--- src/rtl/circle_motion_ctrl_if.sv ---
// Sprite position controller bus: frame/button inputs toward the controller
// and committed circle position toward the renderer.
interface circle_motion_ctrl_if;
    logic       frame_start;
    logic       btn_up;
    logic       btn_down;
    logic       btn_left;
    logic       btn_right;
    logic       btn_center;
    logic [9:0] red_circle_x;
    logic [8:0] red_circle_y;
    logic       pos_valid;
    logic       moving;

    modport master (
        output frame_start, btn_up, btn_down, btn_left, btn_right, btn_center,
        input  red_circle_x, red_circle_y, pos_valid, moving
    );

    modport slave (
        input  frame_start, btn_up, btn_down, btn_left, btn_right, btn_center,
        output red_circle_x, red_circle_y, pos_valid, moving
    );
endinterface

--- src/rtl/circle_motion_ctrl.sv ---
// Frame-synchronous red circle position controller with edge clamping.
// Optional hold-time acceleration enabled by defining MOTION_ACCEL_EN.
module circle_motion_ctrl #(
    parameter int H_RES        = 640,
    parameter int V_RES        = 480,
    parameter int RADIUS       = 8,
    parameter int STEP         = 2,
    parameter int STEP_MAX     = 6,
    parameter int ACCEL_FRAMES = 16,
    parameter int START_X      = 320,
    parameter int START_Y      = 240
) (
    input  logic                 CLK,
    input  logic                 RST_N,
    circle_motion_ctrl_if.slave  bus
);

    typedef enum logic [1:0] {
        S_WAIT   = 2'd0,
        S_CALC   = 2'd1,
        S_COMMIT = 2'd2
    } state_e;

    localparam logic signed [11:0] X_MIN = 12'(RADIUS);
    localparam logic signed [11:0] X_MAX = 12'(H_RES - 1 - RADIUS);
    localparam logic signed [11:0] Y_MIN = 12'(RADIUS);
    localparam logic signed [11:0] Y_MAX = 12'(V_RES - 1 - RADIUS);

    state_e     state_q, state_d;
    // Latched buttons: {center, up, down, left, right}
    logic [4:0] btn_q, btn_d;
    logic [9:0] sh_x_q, sh_x_d;
    logic [8:0] sh_y_q, sh_y_d;
    logic       sh_moving_q, sh_moving_d;
    logic [9:0] x_q, x_d;
    logic [8:0] y_q, y_d;
    logic       pos_valid_q, pos_valid_d;
    logic       moving_q, moving_d;

    logic signed [11:0] step_w;
    logic signed [11:0] dx, dy;
    logic signed [11:0] x_sum, y_sum;
    logic signed [11:0] x_clamp, y_clamp;
    logic               dir_nz;

`ifdef MOTION_ACCEL_EN
    logic [7:0]  hold_q, hold_d;
    logic [11:0] hold_div;
    logic [11:0] step_raw;

    // Step grows with the pre-increment hold count, capped at STEP_MAX.
    always_comb begin
        hold_div = {4'b0000, hold_q} / 12'(ACCEL_FRAMES);
        step_raw = 12'(STEP) + hold_div;
        step_w   = (step_raw > 12'(STEP_MAX)) ? 12'(STEP_MAX) : step_raw;
    end
`else
    assign step_w = 12'(STEP);
`endif

    always_comb begin
        dx = '0;
        dy = '0;
        if (btn_q[0] && !btn_q[1]) dx = step_w;
        if (btn_q[1] && !btn_q[0]) dx = -step_w;
        if (btn_q[2] && !btn_q[3]) dy = step_w;
        if (btn_q[3] && !btn_q[2]) dy = -step_w;
        dir_nz = (dx != '0) || (dy != '0);

        x_sum = $signed({2'b00, x_q}) + dx;
        y_sum = $signed({3'b000, y_q}) + dy;

        x_clamp = x_sum;
        if (x_sum < X_MIN) x_clamp = X_MIN;
        if (x_sum > X_MAX) x_clamp = X_MAX;
        y_clamp = y_sum;
        if (y_sum < Y_MIN) y_clamp = Y_MIN;
        if (y_sum > Y_MAX) y_clamp = Y_MAX;
    end

    always_comb begin
        state_d     = state_q;
        btn_d       = btn_q;
        sh_x_d      = sh_x_q;
        sh_y_d      = sh_y_q;
        sh_moving_d = sh_moving_q;
        x_d         = x_q;
        y_d         = y_q;
        pos_valid_d = 1'b0;
        moving_d    = moving_q;
`ifdef MOTION_ACCEL_EN
        hold_d      = hold_q;
`endif

        unique case (state_q)
            S_WAIT: begin
                if (bus.frame_start) begin
                    btn_d   = {bus.btn_center, bus.btn_up, bus.btn_down,
                               bus.btn_left, bus.btn_right};
                    state_d = S_CALC;
                end
            end
            S_CALC: begin
                if (btn_q[4]) begin
                    sh_x_d      = 10'(START_X);
                    sh_y_d      = 9'(START_Y);
                    sh_moving_d = 1'b0;
`ifdef MOTION_ACCEL_EN
                    hold_d      = '0;
`endif
                end else begin
                    sh_x_d      = x_clamp[9:0];
                    sh_y_d      = y_clamp[8:0];
                    sh_moving_d = dir_nz;
`ifdef MOTION_ACCEL_EN
                    if (!dir_nz)
                        hold_d = '0;
                    else if (hold_q != '1)
                        hold_d = hold_q + 8'd1;
`endif
                end
                state_d = S_COMMIT;
            end
            S_COMMIT: begin
                x_d         = sh_x_q;
                y_d         = sh_y_q;
                pos_valid_d = 1'b1;
                moving_d    = sh_moving_q;
                state_d     = S_WAIT;
            end
            default: state_d = S_WAIT;
        endcase
    end

    always_ff @(posedge CLK or negedge RST_N) begin
        if (!RST_N) begin
            state_q     <= S_WAIT;
            btn_q       <= '0;
            sh_x_q      <= 10'(START_X);
            sh_y_q      <= 9'(START_Y);
            sh_moving_q <= 1'b0;
            x_q         <= 10'(START_X);
            y_q         <= 9'(START_Y);
            pos_valid_q <= 1'b0;
            moving_q    <= 1'b0;
        end else begin
            state_q     <= state_d;
            btn_q       <= btn_d;
            sh_x_q      <= sh_x_d;
            sh_y_q      <= sh_y_d;
            sh_moving_q <= sh_moving_d;
            x_q         <= x_d;
            y_q         <= y_d;
            pos_valid_q <= pos_valid_d;
            moving_q    <= moving_d;
        end
    end

`ifdef MOTION_ACCEL_EN
    always_ff @(posedge CLK or negedge RST_N) begin
        if (!RST_N) hold_q <= '0;
        else        hold_q <= hold_d;
    end
`endif

    assign bus.red_circle_x = x_q;
    assign bus.red_circle_y = y_q;
    assign bus.pos_valid    = pos_valid_q;
    assign bus.moving       = moving_q;

endmodule

--- src/flat_wrapper.sv ---
// flat-port wrapper written by rule: the top's interface ports become plain ports
module circle_motion_ctrl_flat 
#(
    parameter int H_RES        = 640,
    parameter int V_RES        = 480,
    parameter int RADIUS       = 8,
    parameter int STEP         = 2,
    parameter int STEP_MAX     = 6,
    parameter int ACCEL_FRAMES = 16,
    parameter int START_X      = 320,
    parameter int START_Y      = 240
)
  (CLK, RST_N, bus_frame_start, bus_btn_up, bus_btn_down, bus_btn_left, bus_btn_right, bus_btn_center, bus_red_circle_x, bus_red_circle_y, bus_pos_valid, bus_moving);
  circle_motion_ctrl_if bus_i ();
  input  logic CLK;
  input  logic RST_N;
  input wire logic [$bits(bus_i.frame_start)-1:0] bus_frame_start;
  input wire logic [$bits(bus_i.btn_up)-1:0] bus_btn_up;
  input wire logic [$bits(bus_i.btn_down)-1:0] bus_btn_down;
  input wire logic [$bits(bus_i.btn_left)-1:0] bus_btn_left;
  input wire logic [$bits(bus_i.btn_right)-1:0] bus_btn_right;
  input wire logic [$bits(bus_i.btn_center)-1:0] bus_btn_center;
  output wire logic [$bits(bus_i.red_circle_x)-1:0] bus_red_circle_x;
  output wire logic [$bits(bus_i.red_circle_y)-1:0] bus_red_circle_y;
  output wire logic [$bits(bus_i.pos_valid)-1:0] bus_pos_valid;
  output wire logic [$bits(bus_i.moving)-1:0] bus_moving;
  assign bus_i.frame_start = bus_frame_start;
  assign bus_i.btn_up = bus_btn_up;
  assign bus_i.btn_down = bus_btn_down;
  assign bus_i.btn_left = bus_btn_left;
  assign bus_i.btn_right = bus_btn_right;
  assign bus_i.btn_center = bus_btn_center;
  assign bus_red_circle_x = bus_i.red_circle_x;
  assign bus_red_circle_y = bus_i.red_circle_y;
  assign bus_pos_valid = bus_i.pos_valid;
  assign bus_moving = bus_i.moving;
  circle_motion_ctrl #(.H_RES(H_RES), .V_RES(V_RES), .RADIUS(RADIUS), .STEP(STEP), .STEP_MAX(STEP_MAX), .ACCEL_FRAMES(ACCEL_FRAMES), .START_X(START_X), .START_Y(START_Y)) u_core (.CLK(CLK), .RST_N(RST_N), .bus(bus_i));
endmodule
--- config.mk ---
export PLATFORM = sky130hd
export DESIGN_NAME = circle_motion_ctrl_flat
export DESIGN_NICKNAME = d
export VERILOG_FILES = /design/src/rtl/circle_motion_ctrl_if.sv /design/src/rtl/circle_motion_ctrl.sv /design/src/flat_wrapper.sv
export SDC_FILE = /design/constraint.sdc
export NUM_CORES = 1
export LEC_CHECK = 0
export ABC_AREA = 1
export CAP_MARGIN = 25
export CORE_ASPECT_RATIO = 1.2
export CORE_MARGIN = 5
export CORE_UTILIZATION = 25
export DETAILED_ROUTE_END_ITERATION = 10
export MAX_ROUTING_LAYER = met4
export RECOVER_POWER = 25
export SLEW_MARGIN = 25
export SYNTH_ARGS = -nofsm -noshare
export SYNTH_HDL_FRONTEND = slang
export SYNTH_SLANG_ARGS = --single-unit
--- constraint.sdc ---
create_clock -name CLK -period 2.2 [get_ports CLK]
set_input_delay 0.44 -clock CLK [delete_from_list [all_inputs] [get_ports CLK]]
set_output_delay 0.44 -clock CLK [all_outputs]
set_load 0.05 [all_outputs]
# Word-level counts from Yosys, hierarchy flattened
# Cells that the tools add are included.
op_classes:
  eq_ne: 3
  n_lt_le_gt_ge: 4
  reduce_logical: 13
  n_mux: 14
  add_sub_neg: 2
op_table:
  columns: ["operator", "count"]
  rows:
  - ["$mux W10", 3]
  - ["$mux W9", 3]
  - ["$lt A12 B5 Y1 const B", 2]
  - ["$mux W12", 2]
  - ["$reduce_bool A12 Y1", 2]
  - ["$add A10 B12 Y12", 1]
  - ["$add A11 B12 Y12", 1]
  - ["$gt A12 B10 Y1 const B", 1]
  - ["$gt A12 B11 Y1 const B", 1]
  - ["$mux W2", 3]
  - ["$logic_and A1 B1 Y1", 4]
  - ["$logic_not A1 Y1", 4]
  - ["$pmux W2 S2", 1]
  - ["$eq A2 B1 Y1 const B", 1]
  - ["$eq A2 B2 Y1 const B", 1]
  - ["$logic_not A2 Y1", 1]
  - ["$mux W1", 2]
  - ["$ne A2 B2 Y1 const B", 1]
  - ["$reduce_and A2 Y1", 1]
  - ["$logic_or A1 B1 Y1", 1]
totals:
  out_inout_bits: 21
  elab_cells: 45
  regBits: 48
  in_bits: 8

# Longest topological paths before layout
# Gate-level depths: netlist of run 1.
depth:
  word_depth: 9
  mapped_depth: 21
  depth_no_buf: 21

# Worst setup path after synthesis of run 1
# No wires, ideal clock.
synth_timing:
  path_type: "reg2reg"
  start: "register u_core.btn_q[3]"
  end: "register u_core.sh_y_q[0]"
  path_stages_with_launch: 18
  period_less_slack_ns: 2.424
  required_time_ns: 2.083
  n_path_buf: 0
  t_arrival_ns: 2.307
  path_slack_ns: -0.224
  path_cell_list: "dfrtp_1 ha_1 inv_1 ha_1 fa_1 nand3_1 nand2_1 xor2_1 inv_1 nand2_1 nor2_1 nand3_2 nand2_1 inv_2 nand2_1 nand2_1 nand2_1 nand2_1"
synth_between:
  elab_chain_cells: 9
synth_lines:
  columns: ["element", "line", "rtl"]
  rows:
  - ["start: declaration", "circle_motion_ctrl.sv:31", "logic [4:0] btn_q, btn_d;"]
  - ["start signal: assignment", "circle_motion_ctrl.sv:148", "btn_q <= btn_d;"]
  - ["$logic_not A1 Y1", "circle_motion_ctrl.sv:66", "if (btn_q[2] && !btn_q[3]) dy = step_w;"]
  - ["$logic_and A1 B1 Y1", "circle_motion_ctrl.sv:66", null]
  - ["$mux W2", "circle_motion_ctrl.sv:66", null]
  - ["$mux W12 *", "circle_motion_ctrl.sv:67", "if (btn_q[3] && !btn_q[2]) dy = -step_w;"]
  - ["$add A10 B12 Y12 *", "circle_motion_ctrl.sv:71", "y_sum = $signed({3'b000, y_q}) + dy;"]
  - ["$lt A12 B5 Y1", "circle_motion_ctrl.sv:77", "if (y_sum < Y_MIN) y_clamp = Y_MIN;"]
  - ["$mux W9", "circle_motion_ctrl.sv:77", null]
  - ["$mux W9 *", "circle_motion_ctrl.sv:78", "if (y_sum > Y_MAX) y_clamp = Y_MAX;"]
  - ["$mux W9 *", "circle_motion_ctrl.sv:104", "if (btn_q[4]) begin"]
  - ["end signal: assignment", "circle_motion_ctrl.sv:140", "sh_y_q <= 9'(START_Y);"]
  - ["end signal: assignment", "circle_motion_ctrl.sv:150", "sh_y_q <= sh_y_d;"]
  - ["end: declaration", "circle_motion_ctrl.sv:33", "logic [8:0] sh_y_q, sh_y_d;"]
# Mark *: on every way between the ends. The rest lies on a longest branch, timed or not.
# A chain may end at the register's enable or synchronous reset.

# Final worst setup path of run 1
layout_timing:
  start: "register u_core.btn_q[1]"
  end: "register u_core.sh_x_q[2]"
layout_between:
  elab_chain_cells: 9
layout_lines:
  columns: ["element", "line", "rtl"]
  rows:
  - ["$logic_not A1 Y1", "circle_motion_ctrl.sv:64", "if (btn_q[0] && !btn_q[1]) dx = step_w;"]
  - ["$logic_and A1 B1 Y1", "circle_motion_ctrl.sv:64", null]
  - ["$mux W2", "circle_motion_ctrl.sv:64", null]
  - ["$mux W12 *", "circle_motion_ctrl.sv:65", "if (btn_q[1] && !btn_q[0]) dx = -step_w;"]
  - ["$add A11 B12 Y12 *", "circle_motion_ctrl.sv:70", "x_sum = $signed({2'b00, x_q}) + dx;"]
  - ["$lt A12 B5 Y1", "circle_motion_ctrl.sv:74", "if (x_sum < X_MIN) x_clamp = X_MIN;"]
  - ["$mux W10", "circle_motion_ctrl.sv:74", null]
  - ["$mux W10 *", "circle_motion_ctrl.sv:75", "if (x_sum > X_MAX) x_clamp = X_MAX;"]
  - ["$mux W10 *", "circle_motion_ctrl.sv:104", null]
  - ["end signal: assignment", "circle_motion_ctrl.sv:139", "sh_x_q <= 10'(START_X);"]
  - ["end: declaration", "circle_motion_ctrl.sv:32", "logic [9:0] sh_x_q, sh_x_d;"]
# Marks and branches as above.

==> results of run 1 <==
[placed cells by master (no fill, tap or decap), types with 5 or more instances in the layout]
cell type and count:
sky130_fd_sc_hd__nor2_4 6, sky130_fd_sc_hd__dfstp_2 12, sky130_fd_sc_hd__nor2_2 11, sky130_fd_sc_hd__clkdlybuf4s50_1 23
sky130_fd_sc_hd__nand3_2 15, sky130_fd_sc_hd__ha_4 6, sky130_fd_sc_hd__nand2_4 8, sky130_fd_sc_hd__inv_2 11
sky130_fd_sc_hd__nand2_2 36, sky130_fd_sc_hd__dfrtp_1 35, sky130_fd_sc_hd__nand4_1 7, sky130_fd_sc_hd__clkbuf_16 5
sky130_fd_sc_hd__buf_4 86, sky130_fd_sc_hd__nand3_1 44, sky130_fd_sc_hd__inv_1 58, sky130_fd_sc_hd__nor2_1 31
sky130_fd_sc_hd__nand2_1 185, sky130_fd_sc_hd__o21ai_0 23
[registers in the layout (all words and copies together), names as in the netlist]
register / flops
u_core.btn_q: 5
u_core.bus.moving: 1
u_core.bus.pos_valid: 1
u_core.bus.red_circle_x: 10
u_core.bus.red_circle_y: 9
u_core.sh_moving_q: 1
u_core.sh_x_q: 10
u_core.sh_y_q: 9
u_core.state_q: 2
[per-layer routing]
| layer | share of wire | vias to the layer above | track usage |
|---|---|---|---|
| met1 | 0.45 | 1665 | 0.153 |
| met3 | 0.017 | 8 | 0.0106 |
| li1 | - | 1879 | - |
| met5 | 0 | - | - |
| met4 | 0.011 | 0 | 0.0332 |
| met2 | 0.53 | 61 | 0.223 |
[cell type report]
| cell class | instances | area (sq um) |
|---|---|---|
| clock buffer | 7 | 153 |
| clock inverter | 1 | 30.0 |
| fill | 1457 | 8590 |
| inverter | 71 | 267 |
| multi-input combinational | 403 | 2320 |
| sequential | 48 | 1220 |
| tap | 171 | 214 |
| timing repair buffer | 117 | 968 |
[worst max-delay path: stages, from the launching register on]
cell                       delay, ns
sky130_fd_sc_hd__dfrtp_2        0.45
sky130_fd_sc_hd__ha_4           0.28
sky130_fd_sc_hd__inv_2          0.04
sky130_fd_sc_hd__ha_4           0.16
sky130_fd_sc_hd__ha_4           0.15
sky130_fd_sc_hd__inv_2          0.05
sky130_fd_sc_hd__nand2_4        0.08
sky130_fd_sc_hd__buf_12         0.14
sky130_fd_sc_hd__xor2_4         0.17
sky130_fd_sc_hd__nand4_1        0.18
sky130_fd_sc_hd__nand2_1        0.12
sky130_fd_sc_hd__nand4_1        0.09
sky130_fd_sc_hd__nand2_1        0.11
sky130_fd_sc_hd__nand4_1        0.24
sky130_fd_sc_hd__o211ai_1       0.18
[power by group]
group / switching, mW / internal [mW]
clock: 0.315 / 0.598
combinational: 3.16 / 2.36
sequential: 0.359 / 1.33
[worst max-delay path by stage]
stage / start / slack [ns] / end
2_1_floorplan: u_core.btn_q[3]$_DFFE_PN0P_ / -0.11 / u_core.sh_y_q[0]$_DFFE_PN0N_
3_3_place_gp: u_core.btn_q[0]$_DFFE_PN0P_ / -0.35 / u_core.sh_x_q[0]$_DFFE_PN0N_
3_5_place_dp: u_core.btn_q[0]$_DFFE_PN0P_ / -0.35 / u_core.sh_x_q[1]$_DFFE_PN0N_
4_1_cts: u_core.btn_q[3]$_DFFE_PN0P_ / -0.31 / u_core.sh_y_q[2]$_DFFE_PN0N_
5_1_grt: u_core.btn_q[0]$_DFFE_PN0P_ / -0.49 / u_core.sh_x_q[5]$_DFFE_PN0N_
6_report: u_core.btn_q[1]$_DFFE_PN0P_ / -0.33 / u_core.sh_x_q[2]$_DFFE_PN0N_
[logic make-up (layout without fill, tap and decap cells)]
kind of cell / count (synthesis) / count (layout)
AO/OA/AOI/OAI: 37 / 37
XOR/XNOR: 6 / 6
adder cells (fa/ha/maj): 10 / 10
buffers and inverters: 81 / 196
flip-flops: 48 / 48
AND/OR/NAND/NOR: 349 / 350
[repair_timing]
item	4_1_cts	5_1_grt
endpoints found under the setup margin	19	19
pin swaps	24	34
buffers inserted	6	7
gates cloned	1	0
gates resized for setup	27	48
==> impl_metrics.tcl, run 1 <==
set metrics [dict create \
    timing_worst_setup_path_type "reg2reg" \
    total_routing_usage_gr 0.126 \
    numPlacedInstances 796 \
    postSynth.asyncResetShare 1.00 \
    synth_flop_cell "sky130_fd_sc_hd__dfrtp_1" \
    clkSinkCount 48 \
    routed_wire_length_per_instance_um 12.2 \
    worstSetupStartpointType "register" \
    grt_pass1_vias 3581 \
    hold_viol 0 \
    die_width_um 118 \
    synth_cell_type_count 32 \
    synthTopCellsByCount "sky130_fd_sc_hd__nand2_1, sky130_fd_sc_hd__inv_1, sky130_fd_sc_hd__nand3_1" \
    fmaxAchievable_mhz 395 \
    largest_net_degree_at_the_start_of_global_routing 25 \
    post_cts_hold_buffer_count 0 \
    fp.dieH_um 140 \
    cts.path.max_buffers 2 \
    globalplace.congestion 0.918 \
    global_route_wire_length_before_repair_um 17000 \
    tritoncts.num_buffers 5 \
    final_cells 818 \
    unrepaired_setup_endpoints_after_global_routing "true" \
    rrSetupSlack_ns -0.33 \
    fp-row-count 47 \
    die_area_sq_um 16500 \
    synth_simple_gate_area_frac 0.445 \
    synth-seq-cells 48 \
    synth_sequential_area_ratio 0.348 \
    num-nets-final 664 \
    category_of_the_worst_setup_path_capture_point "register" \
    dr_total_vias 3613 \
    drtPass1Iterations 4 \
    reg_to_reg_startpoint "u_core.btn_q[1]$_DFFE_PN0P_" \
    dp_hpwl_um 7610 \
    synth_top_cell_by_area "sky130_fd_sc_hd__dfrtp_1" \
    fin_util 0.376 \
    post_synth_main_area_contributors "sky130_fd_sc_hd__dfrtp_1, sky130_fd_sc_hd__nand2_1, sky130_fd_sc_hd__dfstp_2" \
    synthesized_instance_count 531 \
    finalHoldWorstSlack_ns 0.168 \
    critPathArrivalTime_ns 2.73 \
    remaining_drc_errors 0 \
    layout-drive-gt1-share 0.343 \
    slew_headroom 0.491 \
    num_io_pins 29 \
    path_max_fanout 6 \
    antennaDiodeCount 0 \
    violations "setup timing" \
    outcome "finished with violations" \
    static-leakage-power_nw 2.61 \
    detailed_place.area_sq_um 4550 \
    core_region_area_sq_um 13800 \
    yosys.cell_count.top_type "sky130_fd_sc_hd__nand2_1" \
    synth.cell_area_sq_um 3500 \
    synth_nets 549 \
    totalPowerFinal_mw 8.12 \
    synth.avg_cell_area_sq_um 6.58 \
    initial_antenna_violation_count 0 \
    ctsHtreeMaxLevel 2 \
    synth.area.mux_share 0 \
    syn2layout_area_growth_pct 47.9 \
    max-cap-violations 0 \
    clock_tree_from_tritoncts "yes" \
    yosysWarningCount 0 \
    preCtsSetupSlack_ns -0.349 \
    cts.reportedPaths.clkPinSlew_ns 0.07 \
    synth_top_family_by_area "simple AND/OR/NAND/NOR gates" \
    finalWorstPathRequiredPeriod_ns 2.53 \
    class_of_the_tightest_hold_or_removal_check "in2async" \
    worst-slew-pin-transition_ns 0.763 \
    insertion_delay_ns 0.28 \
    setup-violations-final 19 \
    synth_compound_gate_area_share 0.0605 \
    global_route.overflow_total 0 \
    timing.final.max_slew_violations 0 \
    finClkSkew_ns 0.00706 \
    crit_required_ns 2.40 \
    setup_total_negative_slack_ns -5.02 \
    xor_xnor_fraction_of_synth_area 0.0150 \
    final_min_period_over_clock_period 1.15 \
    number_of_enable_flip_flop_cells_after_synthesis 0 \
    port_buffers 28 \
    ant_nets 0 \
    synth_top_cell_area_share 0.258 \
    clockRootBuffer "sky130_fd_sc_hd__clkbuf_16" \
    drtIter0Drc 189 \
    worst-r2r-cell-count 14 \
    cellPowerDensity_nw_per_um2 1570 \
    max-vdd-ir-drop_mv 0.852 \
    synthAdderAreaFrac 0.0379 \
    average_vias_per_placed_instance 4.42 \
    postLayoutSetupSlackWorst_ns -0.335 \
    worst_r2r_endpoint "u_core.sh_x_q[2]$_DFFE_PN0N_" \
    initial_utilization 0.254 \
    final_cell_area_sq_um 5170 \
    total_wirelength_of_the_detailed_routed_design_um 9940 \
]
Power figures use the tool's default switching activity.
==> run 2, diff against run 1 <==
--- a/config.mk
+++ b/config.mk
@@ -13,3 +13,2 @@
 export DETAILED_ROUTE_END_ITERATION = 10
-export MAX_ROUTING_LAYER = met4
 export RECOVER_POWER = 25
--- a/constraint.sdc
+++ b/constraint.sdc
@@ -3,2 +3,2 @@
 set_output_delay 0.44 -clock CLK [all_outputs]
-set_load 0.05 [all_outputs]
+set_load 0.1 [all_outputs]
==> run 2 against run 1 <==
The flow still finishes with violations (setup timing); first-iteration DRC count down 19%; combinational power grew 21%; count of clock-buffer cells in the layout shrank 2; via count rose by 1.0%; clock power is 17% lower; largest cell class unchanged.
==> impl_metrics.tcl, run 2 (synthesized netlist as in run 1, its figures left out) <==
set metrics [dict create \
    hold_viol 0 \
    final_cell_area_sq_um 5400 \
    globalplace.congestion 0.946 \
    total_routing_usage_gr 0.118 \
    timing_worst_setup_path_type "reg2reg" \
    ctsHtreeMaxLevel 2 \
    crit_path_launch "u_core.btn_q[3]$_DFFE_PN0P_" \
    port_buffers 28 \
    fp.dieH_um 140 \
    drtIter0Drc 154 \
    num-nets-final 670 \
    initial_antenna_violation_count 0 \
    num_io_pins 29 \
    detailed_place.area_sq_um 4700 \
    final_min_period_over_clock_period 1.15 \
    setup-violations-final 19 \
    postLayoutSetupSlackWorst_ns -0.327 \
    finClkSkew_ns 0.0109 \
    clock_tree_from_tritoncts "yes" \
    die_area_sq_um 16500 \
    outcome "finished with violations" \
    violations "setup timing" \
    critPathArrivalTime_ns 2.75 \
    average_vias_per_placed_instance 4.43 \
    cellPowerDensity_nw_per_um2 1700 \
    fp-row-count 47 \
    remaining_drc_errors 0 \
    layout-drive-gt1-share 0.440 \
    cts.reportedPaths.clkPinSlew_ns 0.07 \
    largest_net_degree_at_the_start_of_global_routing 32 \
    routed_wire_length_per_instance_um 12.3 \
    clockRootBuffer "sky130_fd_sc_hd__clkbuf_16" \
    tritoncts.num_buffers 5 \
    total_wirelength_of_the_detailed_routed_design_um 10100 \
    dr_total_vias 3649 \
    most_frequent_cells_in_the_layout "sky130_fd_sc_hd__nand2_1, sky130_fd_sc_hd__buf_4, sky130_fd_sc_hd__inv_1" \
    final.fill_count 1426 \
    die_width_um 118 \
    insertion_delay_ns 0.29 \
    initial_utilization 0.254 \
    global_route_wire_length_before_repair_um 16500 \
    max-vdd-ir-drop_mv 1.14 \
    category_of_the_worst_setup_path_capture_point "register" \
    worstSetupStartpointType "register" \
    totalPowerFinal_mw 9.19 \
    global_route.overflow_total 0 \
    ant_nets 0 \
    dp_hpwl_um 7520 \
    core_region_area_sq_um 13800 \
    class_of_the_tightest_hold_or_removal_check "in2async" \
    path_max_fanout 4 \
    cts.path.max_buffers 2 \
    crit_required_ns 2.42 \
    grt_pass1_vias 3469 \
    worst-slew-pin-transition_ns 0.976 \
    leading_cell_type_in_the_layout_fill_and_taps_excluded "sky130_fd_sc_hd__nand2_1" \
    unrepaired_setup_endpoints_after_global_routing "true" \
    drtPass1Iterations 4 \
    slew_headroom 0.349 \
    finalWorstPathRequiredPeriod_ns 2.53 \
    reg_to_reg_startpoint "u_core.btn_q[3]$_DFFE_PN0P_" \
    static-leakage-power_nw 2.70 \
    antennaDiodeCount 0 \
    max-cap-violations 0 \
    clkSinkCount 48 \
    fmaxAchievable_mhz 396 \
    syn2layout_area_growth_pct 54.4 \
    timing.final.max_slew_violations 0 \
]
run 2: area by class of cell:
type | instances | area, sq um | share of cell area
Timing Repair Buffer | 123 | 1040 | 0.193
Sequential cell | 48 | 1260 | 0.234
Multi-Input combinational cell | 403 | 2460 | 0.456
Tap cell | 171 | 214 | 0.0396
Clock buffer | 5 | 125 | 0.0232
Clock inverter | 3 | 21.3 | 0.00394
Inverter | 71 | 274 | 0.0508
run 2: what timing repair did:
item / CTS / global route
setup buffers: 4 / 11
gates cloned: 1 / 0
hold buffers: 0 / 0
setup endpoints to repair: 19 / 19
pin swaps: 30 / 57
resized for setup: 36 / 83
run 2: metal layers:
layer	wire, um	global-route usage	up-vias
met4	284	0.0320	0
met1	4420	0.145	1687
li1	-	-	1898
met2	5280	0.215	46
met5	0	0	-
met3	157	0.0146	18
run 2: critical path, cell delays in order, from the launching register on:
cell	delay (ns)
sky130_fd_sc_hd__dfrtp_2	0.45
sky130_fd_sc_hd__ha_4	0.29
sky130_fd_sc_hd__inv_4	0.04
sky130_fd_sc_hd__ha_4	0.16
sky130_fd_sc_hd__fa_2	0.43
sky130_fd_sc_hd__nand3_2	0.10
sky130_fd_sc_hd__nand2_4	0.07
sky130_fd_sc_hd__nand2_4	0.09
sky130_fd_sc_hd__nand2_4	0.06
sky130_fd_sc_hd__nand2_4	0.07
sky130_fd_sc_hd__nand3_4	0.07
sky130_fd_sc_hd__nor2_4	0.15
sky130_fd_sc_hd__nand3_2	0.10
sky130_fd_sc_hd__nand2_4	0.11
sky130_fd_sc_hd__nand3_4	0.11
sky130_fd_sc_hd__nand2_2	0.11
sky130_fd_sc_hd__a21oi_2	0.05
run 2: where the power goes:
part | internal (mW) | switching [mW] | total, mW
Clock | 0.423 | 0.333 | 0.756
Sequential | 1.39 | 0.371 | 1.77
Combinational | 2.65 | 4.02 | 6.66
Total | 4.46 | 4.72 | 9.19
run 2: path summary, 6_finish.rpt:
kind | end | slack, ns | cells after the start
min in group CLK | u_core.bus.red_circle_x[4]$_DFFE_PN0P_ | 0.47 | 2
max reg2reg | u_core.sh_y_q[5]$_DFFE_PN1N_ | -0.33 | 16
min | u_core.bus.moving$_DFFE_PN0P_ | 0.28 | 1
max in group asynchronous | u_core.bus.red_circle_y[1]$_DFFE_PN0P_ | 0.53 | 2
min reg2reg | u_core.bus.red_circle_x[4]$_DFFE_PN0P_ | 0.47 | 2
max | u_core.sh_y_q[5]$_DFFE_PN1N_ | -0.33 | 16
run 2: through the flow:
stage | utilization | TNS [ns] | instances | hold slack, ns | setup WS, ns
after floorplan | - | -1.04 | 531 | 0.144 | -0.104
after global placement | 0.342 | -4.10 | 800 | 0.418 | -0.295
after detailed placement | 0.342 | -4.56 | 800 | 0.410 | -0.308
after CTS | 0.366 | -4.34 | 813 | 0.100 | -0.302
after global routing | 0.392 | -8.23 | 824 | 0.400 | -0.488
final | 0.392 | -5.00 | 824 | 0.283 | -0.327
